--- config.mk ---
export PLATFORM = sky130hd
export DESIGN_NAME = inst_fetcher
export DESIGN_NICKNAME = d
export VERILOG_FILES = /design/src/rtl/inst_fetcher_pkg.sv /design/src/rtl/fetch_queue.sv /design/src/rtl/inst_fetcher.sv
export SDC_FILE = /design/constraint.sdc
export NUM_CORES = 1
export LEC_CHECK = 0
export BUFFER_PORTS_ARGS = -buffer_cell sky130_fd_sc_hd__buf_2
export CORE_AREA = 5 5 207 209
export DETAILED_ROUTE_END_ITERATION = 16
export DIE_AREA = 0 0 212 214
export MAX_ROUTING_LAYER = met4
export SYNTH_ARGS = -nofsm -noshare
export SYNTH_HDL_FRONTEND = slang
export SYNTH_SLANG_ARGS = --single-unit
--- constraint.sdc ---
create_clock -name clk_in -period 3.6 [get_ports clk_in]
set_clock_uncertainty 0.2 [all_clocks]
set_input_delay 0 -clock clk_in [delete_from_list [all_inputs] [get_ports clk_in]]
set_output_delay 0 -clock clk_in [all_outputs]
set_load 0.02 [all_outputs]
--- src/rtl/inst_fetcher_pkg.sv ---
// ---------------------------------------------------------------------------
// inst_fetcher_pkg
//   Shared core constants and types for the instruction-fetch front end.
//   - INST_W / ADDR_W   : instruction word and address widths
//   - OPCODE_JAL        : RV32 JAL major opcode
//   - fetch_state_e     : fetch FSM state encodings
//   - fq_entry_t        : one fetch-queue entry {pc, instruction}
// ---------------------------------------------------------------------------
package inst_fetcher_pkg;

  localparam int INST_W = 32;
  localparam int ADDR_W = 32;

  localparam logic [6:0] OPCODE_JAL = 7'b1101111;

  typedef enum logic [1:0] {
    FS_IDLE    = 2'd0,
    FS_REQ     = 2'd1,
    FS_WAIT    = 2'd2,
    FS_DISCARD = 2'd3
  } fetch_state_e;

  typedef struct packed {
    logic [ADDR_W-1:0] addr;
    logic [INST_W-1:0] inst;
  } fq_entry_t;

endpackage

--- src/rtl/fetch_queue.sv ---
// ---------------------------------------------------------------------------
// fetch_queue
//   Circular FIFO of fetched {pc, instruction} entries.
//   Ports:
//     clk_in, rst_in_n : clock, asynchronous active-low reset
//     en               : global advance enable; nothing changes while low
//     flush            : clear the queue; wins over push and pop
//     push, push_entry : enqueue one entry (ignored when full)
//     pop              : dequeue the head (ignored when empty)
//     head_valid       : queue not empty
//     head_entry       : head entry; holds the last head value while empty
//     count            : number of valid entries (0..FQ_DEPTH)
// ---------------------------------------------------------------------------
module fetch_queue
  import inst_fetcher_pkg::*;
#(
  parameter int FQ_DEPTH = 4,
  localparam int PTR_W = $clog2(FQ_DEPTH),
  localparam int CNT_W = PTR_W + 1
) (
  input  logic             clk_in,
  input  logic             rst_in_n,
  input  logic             en,
  input  logic             flush,
  input  logic             push,
  input  fq_entry_t        push_entry,
  input  logic             pop,
  output logic             head_valid,
  output fq_entry_t        head_entry,
  output logic [CNT_W-1:0] count
);

  fq_entry_t        mem [FQ_DEPTH];
  fq_entry_t        hold_entry;
  logic [PTR_W-1:0] head_ptr;
  logic [PTR_W-1:0] tail_ptr;
  logic             full;
  logic             do_push;
  logic             do_pop;

  assign head_valid = (count != '0);
  assign full       = (count == CNT_W'(FQ_DEPTH));
  assign do_push    = en && !flush && push && !full;
  assign do_pop     = en && !flush && pop && head_valid;

  // While empty the decoder still sees the most recent head, not a stale slot.
  assign head_entry = head_valid ? mem[head_ptr] : hold_entry;

  always_ff @(posedge clk_in or negedge rst_in_n) begin
    if (!rst_in_n) begin
      head_ptr   <= '0;
      tail_ptr   <= '0;
      count      <= '0;
      hold_entry <= '0;
    end else if (en) begin
      if (head_valid) begin
        hold_entry <= mem[head_ptr];
      end
      if (flush) begin
        head_ptr <= '0;
        tail_ptr <= '0;
        count    <= '0;
      end else begin
        if (do_push) begin
          tail_ptr <= tail_ptr + PTR_W'(1);
        end
        if (do_pop) begin
          head_ptr <= head_ptr + PTR_W'(1);
        end
        case ({do_push, do_pop})
          2'b10:   count <= count + CNT_W'(1);
          2'b01:   count <= count - CNT_W'(1);
          default: count <= count;
        endcase
      end
    end
  end

  // Storage is pure data: written only on an accepted push, never reset.
  always_ff @(posedge clk_in) begin
    if (do_push) begin
      mem[tail_ptr] <= push_entry;
    end
  end

endmodule

--- src/rtl/inst_fetcher.sv ---
// ---------------------------------------------------------------------------
// inst_fetcher
//   Instruction-fetch front end. Walks sequential PCs, issues one outstanding
//   word read at a time, buffers returned words with their PCs in a fetch
//   queue and presents the queue head to the decoder. A redirect flushes the
//   queue and restarts fetch; an in-flight read is then drained and dropped.
//
//   Optional build macro FETCH_JAL_PREDICT_EN: a returned JAL steers the next
//   fetch to its target instead of pc+4.
//
//   Ports:
//     clk_in, rst_in_n        : clock, asynchronous active-low reset
//     rdy_in                  : global pause, all state holds while low
//     mem_req_valid/addr      : fetch request toward the memory controller
//     mem_req_ready           : controller accepts the request this cycle
//     mem_resp_valid/data     : one-cycle fetch response
//     dec_valid/inst_addr/inst: queue head toward the decoder
//     dec_stall               : decoder cannot accept this cycle
//     redirect_valid/pc       : flush and restart at redirect_pc (word-aligned)
// ---------------------------------------------------------------------------
module inst_fetcher
  import inst_fetcher_pkg::*;
#(
  parameter logic [ADDR_W-1:0] RESET_PC = 32'h0,
  parameter int                FQ_DEPTH = 4
) (
  input  logic              clk_in,
  input  logic              rst_in_n,
  input  logic              rdy_in,
  output logic              mem_req_valid,
  output logic [ADDR_W-1:0] mem_req_addr,
  input  logic              mem_req_ready,
  input  logic              mem_resp_valid,
  input  logic [INST_W-1:0] mem_resp_data,
  output logic              dec_valid,
  output logic [ADDR_W-1:0] dec_inst_addr,
  output logic [INST_W-1:0] dec_inst,
  input  logic              dec_stall,
  input  logic              redirect_valid,
  input  logic [ADDR_W-1:0] redirect_pc
);

  localparam int CNT_W = $clog2(FQ_DEPTH) + 1;

  fetch_state_e      state_q;
  fetch_state_e      state_d;
  logic [ADDR_W-1:0] pc_q;
  logic [ADDR_W-1:0] pc_d;
  logic [ADDR_W-1:0] fetch_pc_q;
  logic [ADDR_W-1:0] next_pc;
  logic              load_fetch_pc;

  logic              fq_head_valid;
  fq_entry_t         fq_head;
  fq_entry_t         fq_push_entry;
  logic [CNT_W-1:0]  fq_count;
  logic [CNT_W-1:0]  count_after;
  logic              pop;
  logic              resp_take;

`ifdef FETCH_JAL_PREDICT_EN
  function automatic logic signed [ADDR_W-1:0] jal_offset(input logic [INST_W-1:0] inst);
    logic signed [20:0] imm;
    imm = {inst[31], inst[19:12], inst[20], inst[30:21], 1'b0};
    return ADDR_W'(imm);
  endfunction

  logic signed [ADDR_W-1:0] jal_imm;
  assign jal_imm = jal_offset(mem_resp_data);
  assign next_pc = (mem_resp_data[6:0] == OPCODE_JAL) ? fetch_pc_q + $unsigned(jal_imm)
                                                      : fetch_pc_q + ADDR_W'(4);
`else
  assign next_pc = fetch_pc_q + ADDR_W'(4);
`endif

  // The request is withdrawn during reset and in a redirect cycle so a stale
  // address is never handed to the controller.
  assign mem_req_valid = rst_in_n && (state_q == FS_REQ) && !redirect_valid;
  assign mem_req_addr  = pc_q;

  assign dec_valid     = fq_head_valid;
  assign dec_inst_addr = fq_head.addr;
  assign dec_inst      = fq_head.inst;

  assign pop       = fq_head_valid && !dec_stall && rdy_in && !redirect_valid;
  assign resp_take = (state_q == FS_WAIT) && mem_resp_valid && rdy_in && !redirect_valid;

  assign fq_push_entry = '{addr: fetch_pc_q, inst: mem_resp_data};

  // Occupancy once this cycle's push/pop land; decides whether another word
  // may be requested (each request reserves one slot).
  assign count_after = fq_count + CNT_W'(resp_take) - CNT_W'(pop);

  always_comb begin
    state_d       = state_q;
    pc_d          = pc_q;
    load_fetch_pc = 1'b0;
    if (redirect_valid) begin
      pc_d = redirect_pc & ~ADDR_W'(3);
      case (state_q)
        // An outstanding read must still be drained unless it returns now.
        FS_WAIT, FS_DISCARD: state_d = mem_resp_valid ? FS_REQ : FS_DISCARD;
        default:             state_d = FS_REQ;
      endcase
    end else begin
      case (state_q)
        FS_IDLE: begin
          if (fq_count < CNT_W'(FQ_DEPTH)) begin
            state_d = FS_REQ;
          end
        end
        FS_REQ: begin
          if (mem_req_ready) begin
            state_d       = FS_WAIT;
            load_fetch_pc = 1'b1;
          end
        end
        FS_WAIT: begin
          if (mem_resp_valid) begin
            pc_d    = next_pc;
            state_d = (count_after < CNT_W'(FQ_DEPTH)) ? FS_REQ : FS_IDLE;
          end
        end
        FS_DISCARD: begin
          if (mem_resp_valid) begin
            state_d = FS_REQ;
          end
        end
        default: state_d = FS_REQ;
      endcase
    end
  end

  always_ff @(posedge clk_in or negedge rst_in_n) begin
    if (!rst_in_n) begin
      state_q <= FS_REQ;
      pc_q    <= RESET_PC;
    end else if (rdy_in) begin
      state_q <= state_d;
      pc_q    <= pc_d;
    end
  end

  // PC of the in-flight read; only meaningful while in WAIT.
  always_ff @(posedge clk_in) begin
    if (rdy_in && load_fetch_pc) begin
      fetch_pc_q <= pc_q;
    end
  end

  fetch_queue #(
    .FQ_DEPTH (FQ_DEPTH)
  ) u_fetch_queue (
    .clk_in     (clk_in),
    .rst_in_n   (rst_in_n),
    .en         (rdy_in),
    .flush      (redirect_valid),
    .push       (resp_take),
    .push_entry (fq_push_entry),
    .pop        (pop),
    .head_valid (fq_head_valid),
    .head_entry (fq_head),
    .count      (fq_count)
  );

endmodule

# [After elaboration in Yosys (flattened, before gate mapping)]
# Memories as Yosys holds them, arrays and structs flattened.
# Index checks and enable logic that the tools add are counted.
[totals] memories=1 word_cells=82 regBits=137 ramBits=256 inputBits=71 output_inout_bits=98
[mem_list] memory="u_fetch_queue.mem" depth=4 word_bits=64 read_ports=1 rd_clocked_by_memory_dff=0 wr=1 line_no="fetch_queue.sv:33" rtl="fq_entry_t mem [FQ_DEPTH];"
[op_classes] add_sub_neg=7 n_lt_le_gt_ge=2 n_reduce_logical=30 eq_ne=10 muxes=24
[op_table] cell="two-way mux 32 bit" n=3
[op_table] cell="two-way mux 64 bit" n=1
[op_table] cell="adder 32 x 3 -> 32 bit (second input constant)" n=1
[op_table] cell="two-way mux 2 bit" n=11
[op_table] cell="logical AND 1 bit" n=14
[op_table] cell="inequality test 3 bit (second input constant)" n=4
[op_table] cell="one-hot mux 2 bit (4 select lines)" n=1
[op_table] cell="nonzero test 2 bit" n=4
[op_table] cell="equality test 2 bit (second input constant)" n=3
[op_table] cell="less-than comparator 3 bit (second input constant)" n=2
[op_table] cell="two-way mux 1 bit" n=6
[op_table] cell="one-hot mux 3 bit (2 select lines)" n=1
[op_table] cell="AND reduction 2 bit" n=3
[op_table] cell="nonzero test 3 bit" n=2
[op_table] cell="AND reduction 5 bit" n=1
[op_table] cell="adder 2 x 1 -> 2 bit (second input constant)" n=2
[op_table] cell="equality test 2 x 1 -> 1 bit (second input constant)" n=2
[op_table] cell="adder 3 x 1 -> 3 bit" n=1
[op_table] cell="adder 3 x 1 -> 3 bit (second input constant)" n=1
[op_table] cell="equality test 3 bit (second input constant)" n=1
[op_table] cell="zero test 1 bit" n=3
[op_table] cell="two-way mux 3 bit" n=1
[op_table] cell="AND reduction 3 bit" n=1
[op_table] cell="subtractor 3 x 1 -> 3 bit" n=1
[op_table] cell="other kinds (3)" n=3

# [Depth between registers and ports, before layout]
[logic_depth] ltp_word=11 mapped_depth=10

# [Hierarchy]
# From an unflattened synthesis, not the netlist that was laid out.
[unflattened] cells_unflattened=880 area_unflattened_um2=16066.7
[modules_own_cells] module="fetch_queue" seq_area_each_um2=9464.1 n_inst=1 area_per_inst_um2=12901.1 cells_per_inst=597
[modules_own_cells] module="inst_fetcher" seq_area_each_um2=1813.0 n_inst=1 area_per_inst_um2=3165.5 cells_per_inst=283

# [Least setup slack after synthesis]
# No wires, ideal clock.
[synth_path] kind="reg-to-reg" start="reg u_fetch_queue.count[1]" end="mem u_fetch_queue.mem[0][0] (netlist bit) (enable)" arrival_time_ns=2.622 path_buffers=1 setup_ns=0.429 path_stages_with_launch=5 synth_period_minus_slack_ns=3.250 slack_ns=0.350 cell_sequence="dfrtp_1 buf_2 nor2_1 a211oi_1 and2_1"
[synth_between] elab_chain_cells=5
[synth_rtl] element="start: declaration" line_no="fetch_queue.sv:30" rtl="output logic [CNT_W-1:0] count"
[synth_rtl] element="start signal: assignment" line_no="fetch_queue.sv:71" rtl="2'b10: count <= count + CNT_W'(1);"
[synth_rtl] element="start signal: assignment" line_no="fetch_queue.sv:72" rtl="2'b01: count <= count - CNT_W'(1);"
[synth_rtl] element="start signal: assignment" line_no="fetch_queue.sv:73" rtl="default: count <= count;"
[synth_rtl] element="equality test 3 bit" line_no="fetch_queue.sv:42" rtl="assign full = (count == CNT_W'(FQ_DEPTH));"
[synth_rtl] element="zero test 1 bit" line_no="fetch_queue.sv:43" rtl="assign do_push = en && !flush && push && !full;"
[synth_rtl] element="logical AND 1 bit" line_no="fetch_queue.sv:43"
[synth_rtl] element="two-way mux 1 bit" line_no="fetch_queue.sv:81" rtl="if (do_push) begin"
[synth_rtl] element="two-way mux 1 bit (implied by the code)" line_no="fetch_queue.sv:82" rtl="mem[tail_ptr] <= push_entry;"
[synth_rtl] element="end: declaration" line_no="fetch_queue.sv:33"
# No other way between the ends.

# [Final worst setup path]
[layout_path] start="reg u_fetch_queue.count[1]" end="out dec_inst_addr[25]"
[layout_between] elab_chain_cells=2
[layout_rtl] element="nonzero test 3 bit" line_no="fetch_queue.sv:41" rtl="assign head_valid = (count != '0);"
[layout_rtl] element="two-way mux 64 bit"
[layout_rtl] element="end: declaration" line_no="inst_fetcher.sv:36" rtl="output logic [ADDR_W-1:0] dec_inst_addr,"
# No other way between the ends.

==> metrics.md <==
| Metric | Value |
|---|---|
| Net Switching | 4.89 mW |
| CP top delay family | buffers and inverters |
| Sequential share of the synthesized area | ~70% |
| Placement-stage worst setup slack | around 0.80 ns |
| Crit-path slowest cell | clkinv_2 |
| Status | completed |
| Post-layout minimum cycle time | approximately 3.1 ns |
| Switching Fraction | between 30% and 40% |
| Crit end category | output port |
| Setup TNS | 0 ns |
| CTS buffer count | 43 |
| Worst r2r path cells | 10 |
| Vias in the first global route | 9,432 |
| Final WS setup | 0.537 ns |
| Yosys warns | 0 |
| Max_cap viols | 0 |
| Die width | 212 um |
| Synthesized flop and latch total | between 300 and 400 |
| Crit-path max cell delay | 0.63 ns |
| Vias | 8,839 |
| Final-stage net count | 1,267 |
| Tcrit/Tclk final | a little under nine tenths |
| Clock-pin slew on the worst setup and hold paths | around 0.060 ns |
| Cell variety after synth | 52 |
| I/O pin total | about 170 |
| CP startpoint kind | flop |
| Full die area | 0.0454 sq mm |
| Hold/Removal Path Class | input port to flop |
| Number of enable flip-flop cells after synthesis | 288 |
| PwrDens | roughly 770 mW/mm^2 |
| CTS Buffer Depth | 3 |
| Area grow syn2layout | 25.7% |
| Comb pwr share | roughly 34% |
| Async SR Flop Fraction | 26.7% |
| Gr ovfl total | 0 |
| DRC violations left | 0 |
| H-tree levels | 2 |
| Total power | about 16 mW |
| Cell count along the critical path | 5 |
| Setup CP Type | flop to output port |
| Worst Hold Path Cells | 2 |
| First-pass GRT wire length | between 50 and 60 mm |
| Placer Congestion | about 0.71 |
| First-pass detailed-route iteration total | 5 |
| Drt wl/cell | roughly 20 um |
| Hold Fails Final Rpt | 0 |
| Final slew viol count | 0 |
| Syn avg cell area | approximately 18 sq um |
| Iter 0 DRT Violations | approximately 460 |
| Routed vias/inst | around 5.0 |
| Cell count after synthesis | approximately 890 |
| Crit-path cells | nor3_4, clkinv_2, buf_4, mux2_4, buf_2 |
| Buffers on Ports | between 150 and 200 |
| IR drop worst, VDD | between 300 and 400 uV |
| DRT Wirelength | around 35 mm |
| Unrepaired setup endpoints after global routing | no |
| Share of cells above drive strength 1 | a little under two fifths |
| Most used DFF post-synth | edfxtp_1 |
| Critical path buffers and inverters | 3 |
| Arr. time, crit path | 2.86 ns |
| Required time of the critical path | around 3.4 ns |
| Final setup viols | 0 |
| Placed cell areas | about 0.018 sq mm |
| Initial Util | around two fifths |
| DRT antenna net count | 0 |
| Tightest Pin Transition | approximately 1.0 ns |
| CTS Root Cell | clkbuf_16 |
| Highest Clock Rate | ~0.33 GHz |
| Post-DP HPWL | approximately 22 mm |
| Num rows | between 70 and 80 |
| Total Routing Usage GR | between 15 and 20% |
| Fin area | between 0.02 and 0.025 sq mm |
| Internal Power | approximately 11 mW |
| Largest net degree at the start of global routing | ~70 |
| WHS | around 0.029 ns |
| Clock Latency Late Sink | between 0.5 and 0.6 ns |
| Initial antenna violation count | 1 |
| Core Area | ~0.04 sq mm |
| Leak | around 7.5 nW |
| Mapped Nets | about 970 |
| Die height | roughly 210 um |
| Clock group share of total power | between 20% and 30% |
| CTS tree | built |
| Syn Std Cell Area | between 0.015 and 0.02 sq mm |
| Clock sink count | 393 |
| Rel. slew slack | roughly a third |
| Sequential power share | between 30 and 40% |
| Crit Path Max Fanout | 27 |
## per-layer routing
| layer | vias up | GRT usage (%) | part of all wire [%] |
|---|---|---|---|
| met5 | - | - | 0 |
| met4 | 0 | 3.46 | 1.8 |
| met3 | 46 | 3.53 | 4.7 |
| met2 | 181 | 25.1 | 48 |
| met1 | 4528 | 22.2 | 46 |
| li1 | 4084 | - | - |
## timing repair
| item | 4_1_cts | 5_1_grt |
|---|---|---|
| resized for setup | 0 | 0 |
| endpoints found under the hold margin | 278 | 0 |
| setup buffers | 0 | 0 |
| hold buffers | 108 | 0 |
## final cells by class
type,instances,area [sq um]
fill,3464,20400
tap,532,666
clock buffer,57,1200
antenna,1,2.50
sequential,393,11300
timing repair buffer,299,2250
multi-input combinational,435,4520
inverter,16,61.3
clock inverter,21,240
## sequential cells by signal, summed over array words and instances (netlist names)
| name | count |
|---|---|
| state_q | 2 |
| fetch_pc_q | 32 |
| u_fetch_queue.mem | 256 |
| u_fetch_queue.hold_entry | 64 |
| mem_req_addr | 32 |
| u_fetch_queue.head_ptr | 2 |
| u_fetch_queue.count | 3 |
| u_fetch_queue.tail_ptr | 2 |
## synthesized netlist by cell type (3+ instances only)
library cell,instances,area share [%]
o21ai_0,33,1.0
mux2_4,20,1.9
mux2i_1,7,0.44
ha_1,8,0.62
xor2_1,7,0.38
clkbuf_1,24,0.56
inv_1,15,0.35
xnor2_1,23,1.3
and2_1,6,0.23
and3_1,24,0.93
edfxtp_1,288,54
buf_1,5,0.12
a22o_1,3,0.16
nor2_1,14,0.33
nor3_1,10,0.31
nor2b_1,5,0.19
nand2_1,24,0.56
dfrtp_1,104,16
mux4_2,64,9.0
a21oi_1,32,1.0
nand3_1,11,0.34
mux2_2,109,7.6
and4_1,4,0.22
buf_2,14,0.44
## path summary, 6_finish.rpt
kind	slack (ns)	to	start
setup / recovery	0.54	dec_inst_addr[25]	u_fetch_queue.count[1]
hold / removal	0.03	u_fetch_queue.mem[3][29]	mem_resp_data[29]
setup reg to reg	0.55	state_q[0]	u_fetch_queue.count[2]
hold reg to reg	0.27	fetch_pc_q[9]	mem_req_addr[9]
max in group asynchronous	1.40	u_fetch_queue.hold_entry[54]	rst_in_n
min in group asynchronous	0.48	mem_req_addr[31]	rst_in_n
## power groups by stage
stage               Combinational [mW]  Clock, mW  Sequential, mW
floorplan                         3.87          0            5.73
global placement                  5.21          0            5.91
detailed placement                5.26          0            5.94
CTS                               5.39       4.60            5.85
global route                      5.69       4.78            5.92
finish                            5.26       4.46            5.83
## placed cells by master, fill, tap and decap left out, drive strengths merged, types with 5 or more instances in the layout
cell | Yosys | final
a21oi | 32 | 32
and2 | 6 | 6
and3 | 24 | 24
buf | 24 | 191
bufinv | 0 | 5
clkbuf | 24 | 57
clkinv | 0 | 13
dfrtp | 104 | 104
dlygate4sd3 | 0 | 108
edfxtp | 288 | 288
ha | 8 | 8
inv | 16 | 16
mux2 | 129 | 129
mux2i | 7 | 7
mux4 | 64 | 64
nand2 | 24 | 24
nand3 | 11 | 11
nor2 | 14 | 14
nor2b | 5 | 5
nor3 | 11 | 11
o21ai | 34 | 34
xnor2 | 23 | 23
xor2 | 7 | 7
## cells by family after synthesis
group,Yosys count,synth area share [%]
AO/OA/AOI/OAI,82,2.85
XOR/XNOR,30,1.63
adder cells (fa/ha/maj),8,0.622
buffers and inverters,64,1.90
flip-flops,393,70.1
multiplexers,200,18.9
AND/OR/NAND/NOR,115,4.03
## stage by stage
stage / std cells / util (%)
detailed placement: 1567 / 43.6
global route: 1753 / 49.8
global placement: 1567 / 43.6
floorplan: 892 / -
finish: 1754 / 49.8
CTS: 1753 / 49.8
(Power assumes the default switching activity.)
